`src/rtl/dec_onehot2bin.sv`:
```
// dec_onehot2bin
//   Registered one-hot to binary decoder with valid/ready on both sides.
//   Each accepted word is decoded to the index of its lowest set bit and
//   tagged with an error flag when the word is not exactly one-hot (zero-hot
//   or multi-hot). Results go into a 2-entry FIFO so that in_ready depends
//   only on registered occupancy, never on out_ready.
//
// Ports
//   clk        clock, rising edge
//   rst        asynchronous reset, active low
//   in_valid   input word valid
//   in_ready   room in the result buffer (count < 2)
//   in         one-hot input word
//   out_valid  result buffer non-empty
//   out_ready  downstream accepts the head result
//   out        decoded index of head entry (0 when empty)
//   out_err    head entry came from a malformed word (0 when empty)
//   err_cnt    saturating count of malformed words accepted
//
// BIN_W must satisfy 2**BIN_W >= ONEHOT_W.

module dec_onehot2bin #(
    parameter int ONEHOT_W = 15,
    parameter int BIN_W    = 4,
    parameter int ERRCNT_W = 8
) (
    input  logic                clk,
    input  logic                rst,
    input  logic                in_valid,
    output logic                in_ready,
    input  logic [ONEHOT_W-1:0] in,
    output logic                out_valid,
    input  logic                out_ready,
    output logic [BIN_W-1:0]    out,
    output logic                out_err,
    output logic [ERRCNT_W-1:0] err_cnt
);

    typedef struct packed {
        logic [BIN_W-1:0] res;
        logic             err;
    } entry_t;

    logic [1:0]          r_cnt;
    logic                r_wr;
    logic                r_rd;
    entry_t              r_mem [2];
    logic [ERRCNT_W-1:0] r_err_cnt;

    entry_t w_dec;
    logic   w_zero;
    logic   w_multi;
    logic   w_push;
    logic   w_pop;

    // Scan from the top down so the lowest set bit is the last one written.
    always_comb begin
        w_dec = '0;
        for (int i = ONEHOT_W - 1; i >= 0; i--) begin
            if (in[i]) w_dec.res = BIN_W'(i);
        end
        w_zero    = (in == '0);
        // Clearing the lowest set bit leaves something only if two or more were set.
        w_multi   = |(in & (in - ONEHOT_W'(1)));
        w_dec.err = w_zero | w_multi;
    end

    assign in_ready  = (r_cnt != 2'd2);
    assign out_valid = (r_cnt != 2'd0);
    assign w_push    = in_valid & in_ready;
    assign w_pop     = out_valid & out_ready;

    assign out     = out_valid ? r_mem[r_rd].res : '0;
    assign out_err = out_valid ? r_mem[r_rd].err : 1'b0;
    assign err_cnt = r_err_cnt;

    always_ff @(posedge clk or negedge rst) begin
        if (!rst) begin
            r_cnt     <= 2'd0;
            r_wr      <= 1'b0;
            r_rd      <= 1'b0;
            r_mem[0]  <= '0;
            r_mem[1]  <= '0;
            r_err_cnt <= '0;
        end else begin
            // The decoded word is only stored on acceptance, so an X on an
            // idle input never reaches state.
            if (w_push) begin
                r_mem[r_wr] <= w_dec;
                r_wr        <= ~r_wr;
            end
            if (w_pop) r_rd <= ~r_rd;

            case ({w_push, w_pop})
                2'b10:   r_cnt <= r_cnt + 2'd1;
                2'b01:   r_cnt <= r_cnt - 2'd1;
                default: r_cnt <= r_cnt;
            endcase

            if (w_push && w_dec.err && (r_err_cnt != '1))
                r_err_cnt <= r_err_cnt + ERRCNT_W'(1);
        end
    end

endmodule
```
`config.mk`:
```
export PLATFORM = sky130hd
export DESIGN_NAME = dec_onehot2bin
export DESIGN_NICKNAME = d
export VERILOG_FILES = /design/src/rtl/dec_onehot2bin.sv
export SDC_FILE = /design/constraint.sdc
export NUM_CORES = 1
export LEC_CHECK = 0
export ABC_AREA = 1
export CAP_MARGIN = 20
export CORE_MARGIN = 1.5
export CORE_UTILIZATION = 53
export DETAILED_ROUTE_END_ITERATION = 12
export GPL_TIMING_DRIVEN = 0
export PLACE_DENSITY = 0.91
export SETUP_SLACK_MARGIN = 0.02
export SLEW_MARGIN = 0
export SYNTH_ARGS = -nofsm -noshare
export SYNTH_HDL_FRONTEND = slang
export SYNTH_SLANG_ARGS = --single-unit
export TNS_END_PERCENT = 20
```
`constraint.sdc`:
```
create_clock -name clk -period 3.15 [get_ports clk]
set_clock_uncertainty 0.2 [all_clocks]
set_input_delay 0.63 -clock clk [delete_from_list [all_inputs] [get_ports clk]]
set_output_delay 0.63 -clock clk [all_outputs]
set_load 0.02 [all_outputs]
```
# --- Yosys cells after proc, flatten, opt, wreduce, memory -nomap -nowiden ---
# Cells that the tools add are included.
totals:
  register_bits: 22
  output_inout_bits: 15
classes:
  n_addsub: 4
  order_cmp: 3
  eq_ne: 4
  n_mux: 24
  bitwise: 8
  reduce_logical: 7
op_table:
  columns: ["op", "n"]
  rows:
  - ["$mux W4", 16]
  - ["$mux W5", 4]
  - ["$and A15 B15 Y15", 1]
  - ["$logic_not A15 Y1", 1]
  - ["$reduce_or A15 Y1", 1]
  - ["$sub A15 B1 Y15 const B", 1]
  - ["$bwmux W10", 1]
  - ["$add A8 B1 Y8 const B", 1]
  - ["$ne A8 B8 Y1 const B", 1]
  - ["$demux W5 S1", 1]
  - ["$ge A2 B2 Y1 const B", 2]
  - ["$not A1 Y2", 2]
  - ["$pmux W2 S2", 1]
  - ["$reduce_bool A2 Y1", 2]
  - ["$logic_and A1 B1 Y1", 3]
  - ["$add A2 B1 Y2 const B", 1]
  - ["$and A1 B1 Y1", 2]
  - ["$eq A2 B1 Y1 const B", 1]
  - ["$eq A2 B2 Y1 const B", 1]
  - ["$lt A2 B1 Y1 const B", 1]
  - ["$ne A2 B2 Y1 const B", 1]
  - ["$not A1 Y1", 2]
  - ["$sub A2 B1 Y2 const B", 1]
  - ["$mux W1", 1]
  - ["$or A1 B1 Y1", 1]

# --- Logic depth before layout (Yosys ltp) ---
# Gate-level depths: netlist of the first run.
logic_depth:
  ltp_word: 16
  ltp_mapped: 15
  mapped_depth_nobuf: 15

# --- Worst setup path before layout of the first run ---
# Ideal clock, no wire load.
synth_timing:
  path_type: "input to register"
  startpoint: "input port in[4]"
  endpoint: "register r_mem[0] (netlist bit)"
  setup_ps: 119
  arrival_time_ps: 1677
  path_slack_ps: 1154
  cell_stages: 10
  cell_sequence: "nor2_1 nand3_2 nor2_4 nand2_2 o21ai_2 nand2_1 nor2_2 nand3_2 buf_6 o21a_1"
synth_between:
  elab_chain_cells: 5
synth_lines:
  columns: ["item", "line_no", "source"]
  rows:
  - ["from (decl)", "31", "input logic [ONEHOT_W-1:0] in,"]
  - ["$sub A15 B1 Y15", "64", "w_multi = |(in & (in - ONEHOT_W'(1)));"]
  - ["$and A15 B15 Y15", "64", null]
  - ["$reduce_or A15 Y1", "64", null]
  - ["$or A1 B1 Y1 *", "65", "w_dec.err = w_zero | w_multi;"]
  - ["$bwmux W10 *", "89", "r_mem[r_wr] <= w_dec;"]
  - ["to (signal, indexed assignment)", "89", null]
  - ["to (decl)", "47", "entry_t r_mem [2];"]
# Every way passes the cells marked *; elsewhere a longest branch is shown, timed or not.
# A chain may end at the register's enable or synchronous reset.

# --- Worst setup path after layout of the first run ---
layout_timing:
  startpoint: "register r_rd"
  endpoint: "output port out_err"
layout_between:
  elab_chain_cells: 5
layout_lines:
  columns: ["item", "line_no", "source"]
  rows:
  - ["from (decl)", "46", "logic r_rd;"]
  - ["from (signal assigned)", "92", "if (w_pop) r_rd <= ~r_rd;"]
  - ["$not A1 Y2 (not written as such)", "74", "assign out_err = out_valid ? r_mem[r_rd].err : 1'b0;"]
  - ["$mux W5 (not written as such) (3 in series)", "74", null]
  - ["$mux W1", "74", null]
  - ["to (decl)", "35", "output logic out_err,"]
# Every way passes these cells. The select of a mux whose other input is x is not followed.

==> results of run 1 <==
## area by class of cell
class	instances	area share
clock buffer	4	0.01967
sequential	22	0.2985
buffer	2	0.008141
inverter	25	0.05088
tap	30	0.02035
multi-input combinational	156	0.4233
timing repair buffer	33	0.1791
## routing by layer
layer  part of all wire  vias up  global-route usage
met1               0.47      637              0.2799
met3              0.037        7             0.03226
met2               0.47       34              0.3988
met5                  0        -                   0
met4              0.021        0             0.08537
li1                   -      719                   -
## metrics by stage
stage	hold WS [ns]	util
finish	0.3050	0.7312
detailed placement	0.2729	0.7168
global placement	0.2632	0.7168
global route	0.3360	0.7312
floorplan	0.1344	-
CTS	0.3012	0.7312
## cell families after synthesis
family | count (synthesis)
DFF | 22
buffers and inverters | 27
adders and majority gates | 2
AOI/OAI and AO/OA | 28
and+or+nand+nor | 117
xor gates and xnor gates | 9
## path summary, 6_finish.rpt
check                         start          to  slack (ns)  cells after the start
max reg2reg                r_cnt[0]    r_cnt[1]        1.24                      6
max                            r_rd     out_err        0.36                      4
min reg2reg                r_mem[3]    r_mem[3]        0.31                      2
max in group asynchronous       rst  err_cnt[5]        1.53                      1
min                        r_mem[3]    r_mem[3]        0.31                      2
min in group asynchronous       rst    r_mem[7]        0.63                      1
## cell usage after synthesis (4+ instances only)
| library cell | count | share of area |
|---|---|---|
| sky130_fd_sc_hd__xor2_1 | 4 | 0.024 |
| sky130_fd_sc_hd__dfrtp_1 | 22 | 0.38 |
| sky130_fd_sc_hd__xnor2_1 | 5 | 0.030 |
| sky130_fd_sc_hd__nor2_1 | 19 | 0.050 |
| sky130_fd_sc_hd__nand2_1 | 70 | 0.18 |
| sky130_fd_sc_hd__inv_1 | 23 | 0.060 |
| sky130_fd_sc_hd__a21oi_1 | 9 | 0.031 |
| sky130_fd_sc_hd__o21ai_0 | 10 | 0.035 |
| sky130_fd_sc_hd__nand3_1 | 15 | 0.052 |
## flip-flops by register name (all words and copies together), names as in the netlist
signal / cells
r_cnt: 2
r_rd: 1
r_wr: 1
err_cnt: 8
r_mem: 10
## worst min-delay path, delay by kind of cell, from the launching register on
family	cells	cell delay (ns)
flip-flops	1	0.37
AO/OA/AOI/OAI	1	0.06
AND/OR/NAND/NOR	1	0.05
## power by group
part / internal, uW / switching, uW
sequential: 368 / 78.0
clock: 70.8 / 89.1
combinational: 256 / 334
total: 695 / 501
==> impl_metrics.yaml, run 1 <==
run_status:
  outcome: "finished, final reports clean"
worst_setup_path:
  crit_path_end_kind: "primary output"
  path_class: "flop to primary output"
  worst-path-max-fanout: 8
  path_cells: "clkbuf_1 > o21ai_0 > a21oi_1 > clkdlybuf4s50_1"
  critical-path-top-delay-family: "buffers and inverters"
  critPathMaxStageDelay_ns: 0.64
  worst_ep_required_time_ns: 2.32
  setup.worst_path.start_class: "flop"
  critical_path_buffers_and_inverters: 2
  crit_slowest_cell: "sky130_fd_sc_hd__clkdlybuf4s50_1"
  timing.critical_path.arrival_ns: 1.96
timing:
  timing.final.max_slew_violations: 0
  timing.final.crit_share: 0.8870
  final_hold_viol_count: 0
  final-setup-viol-count: 0
  final_critical_period_ns: 2.794
  max_slew.worst_pin.slew_ns: 0.9685
  slew_headroom: 0.3523
  fin_ws_ns: 0.3561
  fin_setup_tns_ns: 0
  max_freq_mhz: 357.9
  rsz0062_at_grt: "no"
drt:
  drc: 0
  drt_pre_antenna_iters: 4
  viasPerCell: 5.136
  routed_wirelength_um: 3041
  routedWlPerCell_um: 11.18
  antenna_violating_nets_post_route: 0
  via_count: 1397
  drt-initial-drc-count: 29
finish:
  share_of_post_route_cells_with_drive_strength_above_1: 0.08264
  nFillCells: 204
  finalNonFillerCells: 272
  mostFrequentLayoutCell: "sky130_fd_sc_hd__nand2_1"
  area.sequential_sq_um: 550.5
  antenna_cells: 0
  final_net_count: 264
  layout-area-overhead-vs-synth_pct: 28.06
  multi_input_comb_area_sq_um: 780.7
  mostFrequentLayoutCells: "sky130_fd_sc_hd__nand2_1, sky130_fd_sc_hd__clkdlybuf4s50_1, sky130_fd_sc_hd__inv_1"
  layout.cell_area.non_filler_sq_um: 1844
global_route:
  grt_antenna_before_repair: 0
  grt_use_total: 0.2267
  vias_in_the_first_global_route: 1209
  maximum_number_of_pins_on_one_net_before_global_route_repair: 23
  grt_remaining_overflow: 0
  grt_pass1_wl_um: 4919
pwr:
  power.static_leakage_uw: 0.0008850
  p_per_area_nw_per_um2: 648.5
  vdd.ir_drop.worst_uv: 514.2
  total_power_uw: 1196
placement:
  numPlacedInstances: 268
  place.port_buffers: 33
  dp_slack_ns: 0.5048
  sum_of_net_half_perimeters_after_detailed_placement_um: 2319
  routability_driven_placement_congestion_ratio: 0.8306
  placement.cell_area_sq_um: 1808
die:
  die_x_um: 55.13
  ioPinCount: 34
  fp.coreArea_sq_um: 2522
  std_cell_rows: 18
  chipHeight_um: 55.13
  floorplan.initialDensity: 0.5709
  dieArea_sq_um: 3039
worst_hold_path:
  hold_path_class: "flop to flop"
clock_network:
  cts.sink_count: 22
  clock_path_buffers: 2
  cts-htree-levels: 1
  worst_setup_hold_path_clk_slew_ns: 0.12
  cts_made_buffers: 3
  cts_repair_resize_count: 0
  cts_setup_buffers: 0
  clock_tree.root_cell: "sky130_fd_sc_hd__clkbuf_4"
  hold_buffers: 0
  cts_tree: "done"
  clk_latency_ns: 0.32
synth:
  main_combinational_cell_family_by_area_after_synthesis: "simple AND/OR/NAND/NOR gates"
  synth-seq-area-share: 0.3823
  asyncSetResetFlopFracSynth: 1.000
  cell_variety_after_synth: 28
  mappedNetlistArea_sq_um: 1440
  synthesis.instances: 205
  synth_compound_area_frac: 0.1138
  post_synth_mux_area_share: 0
  synth_warnings: 0
  flops_latches_synth: 22
  synth_xor_xnor_area_share: 0.05474
  postSynthAreaPerCell_sq_um: 7.025
  yosys_most_used_dff: "sky130_fd_sc_hd__dfrtp_1"
  edff_count_synth: 0
  yosys.area_share.simple: 0.3562
  synth_adder_area_share: 0.01738
  mappedNetlistNets: 226
run:
  maxCapViolations: 0
Power figures use the tool's default switching activity.
==> run 2: changes to the inputs <==
--- a/config.mk
+++ b/config.mk
@@ -7,6 +7,7 @@
 export LEC_CHECK = 0
 export ABC_AREA = 1
 export CAP_MARGIN = 20
+export CORE_ASPECT_RATIO = 0.75
 export CORE_MARGIN = 1.5
 export CORE_UTILIZATION = 53
 export DETAILED_ROUTE_END_ITERATION = 12
==> impl_metrics.yaml, run 2 (synthesis results as in run 1) <==
clock_network:
  cts-htree-levels: 1
  cts_tree: "done"
  cts_made_buffers: 3
  cts.sink_count: 22
  clock_path_buffers: 2
  worst_setup_hold_path_clk_slew_ns: 0.13
  cts_repair_resize_count: 0
  clock_tree.root_cell: "sky130_fd_sc_hd__clkbuf_4"
  hold_buffers: 0
  clk_latency_ns: 0.32
  cts_setup_buffers: 0
die:
  fp.coreArea_sq_um: 2603
  ioPinCount: 34
  chipHeight_um: 48.15
  dieArea_sq_um: 3042
  die_x_um: 63.19
  floorplan.initialDensity: 0.5534
  std_cell_rows: 16
drt:
  antenna_violating_nets_post_route: 0
  drt-initial-drc-count: 66
  drc: 0
  drt_pre_antenna_iters: 4
  routedWlPerCell_um: 11.73
  viasPerCell: 5.201
  routed_wirelength_um: 3261
  via_count: 1446
finish:
  fin_util: 0.7178
  antenna_cells: 0
  multi_input_comb_area_sq_um: 780.7
  top_register: "r_mem"
  largest_reg_flops: 10
  area.sequential_sq_um: 550.5
  mostFrequentLayoutCells: "sky130_fd_sc_hd__nand2_1, sky130_fd_sc_hd__clkdlybuf4s50_1, sky130_fd_sc_hd__inv_1"
  final_net_count: 264
  mostFrequentLayoutCell: "sky130_fd_sc_hd__nand2_1"
  finalNonFillerCells: 278
  nFillCells: 208
  layout-area-overhead-vs-synth_pct: 29.71
  share_of_post_route_cells_with_drive_strength_above_1: 0.08264
pwr:
  total_power_uw: 1255
  p_per_area_nw_per_um2: 672.0
  power.static_leakage_uw: 0.0008920
  vdd.ir_drop.worst_uv: 348.1
worst_hold_path:
  min_delay_path_depth: 1
  hold_start: "r_cnt[1]"
  whs_endpoint: "r_cnt[1]"
  hold_path_class: "flop to flop"
worst_setup_path:
  path_cells: "nor2_1 > inv_1 > o21ai_0 > a21oi_1 > clkdlybuf4s50_1"
  path_class: "flop to primary output"
  regToRegStartpoint: "err_cnt[0]"
  setup.worst_path.start_class: "flop"
  critical_register_to_register_path_endpoint: "err_cnt[3]"
  timing.critical_path.arrival_ns: 1.90
  worst_ep_required_time_ns: 2.32
  reg2regPathDepth: 7
  critPathMaxStageDelay_ns: 0.56
  worst-path-max-fanout: 6
  worst-r2r-setup-slack_ns: 1.28
  crit_path_end_kind: "primary output"
  crit_slowest_cell: "sky130_fd_sc_hd__clkdlybuf4s50_1"
global_route:
  grt_remaining_overflow: 0
  maximum_number_of_pins_on_one_net_before_global_route_repair: 23
  grt_antenna_before_repair: 0
  grt_pass1_wl_um: 5037
  vias_in_the_first_global_route: 1180
  grt_use_total: 0.2158
run:
  maxCapViolations: 0
timing:
  fin_setup_tns_ns: 0
  final_hold_viol_count: 0
  final_critical_period_ns: 2.727
  timing.final.max_slew_violations: 0
  rsz0062_at_grt: "no"
  max_freq_mhz: 366.7
  final-setup-viol-count: 0
  max_slew.worst_pin.slew_ns: 0.9523
  slew_headroom: 0.3631
  timing.final.crit_share: 0.8657
  fin_ws_ns: 0.4232
placement:
  routability_driven_placement_congestion_ratio: 0.8747
  place.port_buffers: 33
  dp_slack_ns: 0.4987
  numPlacedInstances: 274
  sum_of_net_half_perimeters_after_detailed_placement_um: 2383
run_status:
  outcome: "finished, final reports clean"
-- run 2: how the worst max path moves through the flow --
stage	start	endpoint	depth (start not counted)	slack [ns]
6_report	r_cnt[0]	out_err	5	0.42
5_1_grt	r_cnt[0]	out_err	5	0.28
4_1_cts	r_cnt[0]	out_err	5	0.39
3_5_place_dp	in[4]	r_mem[0]	11	0.50
3_3_place_gp	in[0]	r_mem[0]	11	0.53
2_1_floorplan	in[4]	r_mem[0]	10	1.15
-- run 2: power by group --
| part | internal (uW) | switching, uW | leakage [uW] |
|---|---|---|---|
| Combinational | 256 | 329 | 0.000586 |
| Clock | 129 | 93.6 | 0.0000279 |
| Sequential | 368 | 79.2 | 0.000278 |
| Total | 753 | 502 | 0.000892 |
-- run 2: metal layers --
| metal | global-route usage | up-vias | part of all wire |
|---|---|---|---|
| met2 | 0.3915 | 59 | 0.47 |
| met5 | 0 | - | 0 |
| li1 | - | 726 | - |
| met4 | 0.08261 | 0 | 0.012 |
| met3 | 0.03464 | 7 | 0.058 |
| met1 | 0.2749 | 654 | 0.46 |
-- run 2: cell type report --
class                   count  share of cell area
flip-flops and latches     22              0.2947
well taps                  36             0.02411
repair buffers             33              0.1768
clock inverters             1             0.01608
clock buffers               3             0.01206
plain buffers               2            0.008038
inverters                  25             0.05023
multi-input cells         156              0.4180
-- run 2: worst max-delay path, delay by kind of cell, from the launching register on --
kind	cells	cell delay (ns)
buffers and inverters	2	0.66
flip-flops	1	0.45
AND/OR/NAND/NOR	1	0.30
AO/OA/AOI/OAI	2	0.16
-- run 2: metrics by stage --
stage / hold slack (ns) / area (sq um)
global placement: 0.2671 / 1815
detailed placement: 0.2766 / 1815
floorplan: 0.1344 / 1440
CTS: 0.3064 / 1868
global route: 0.3335 / 1868
finish: 0.3029 / 1868
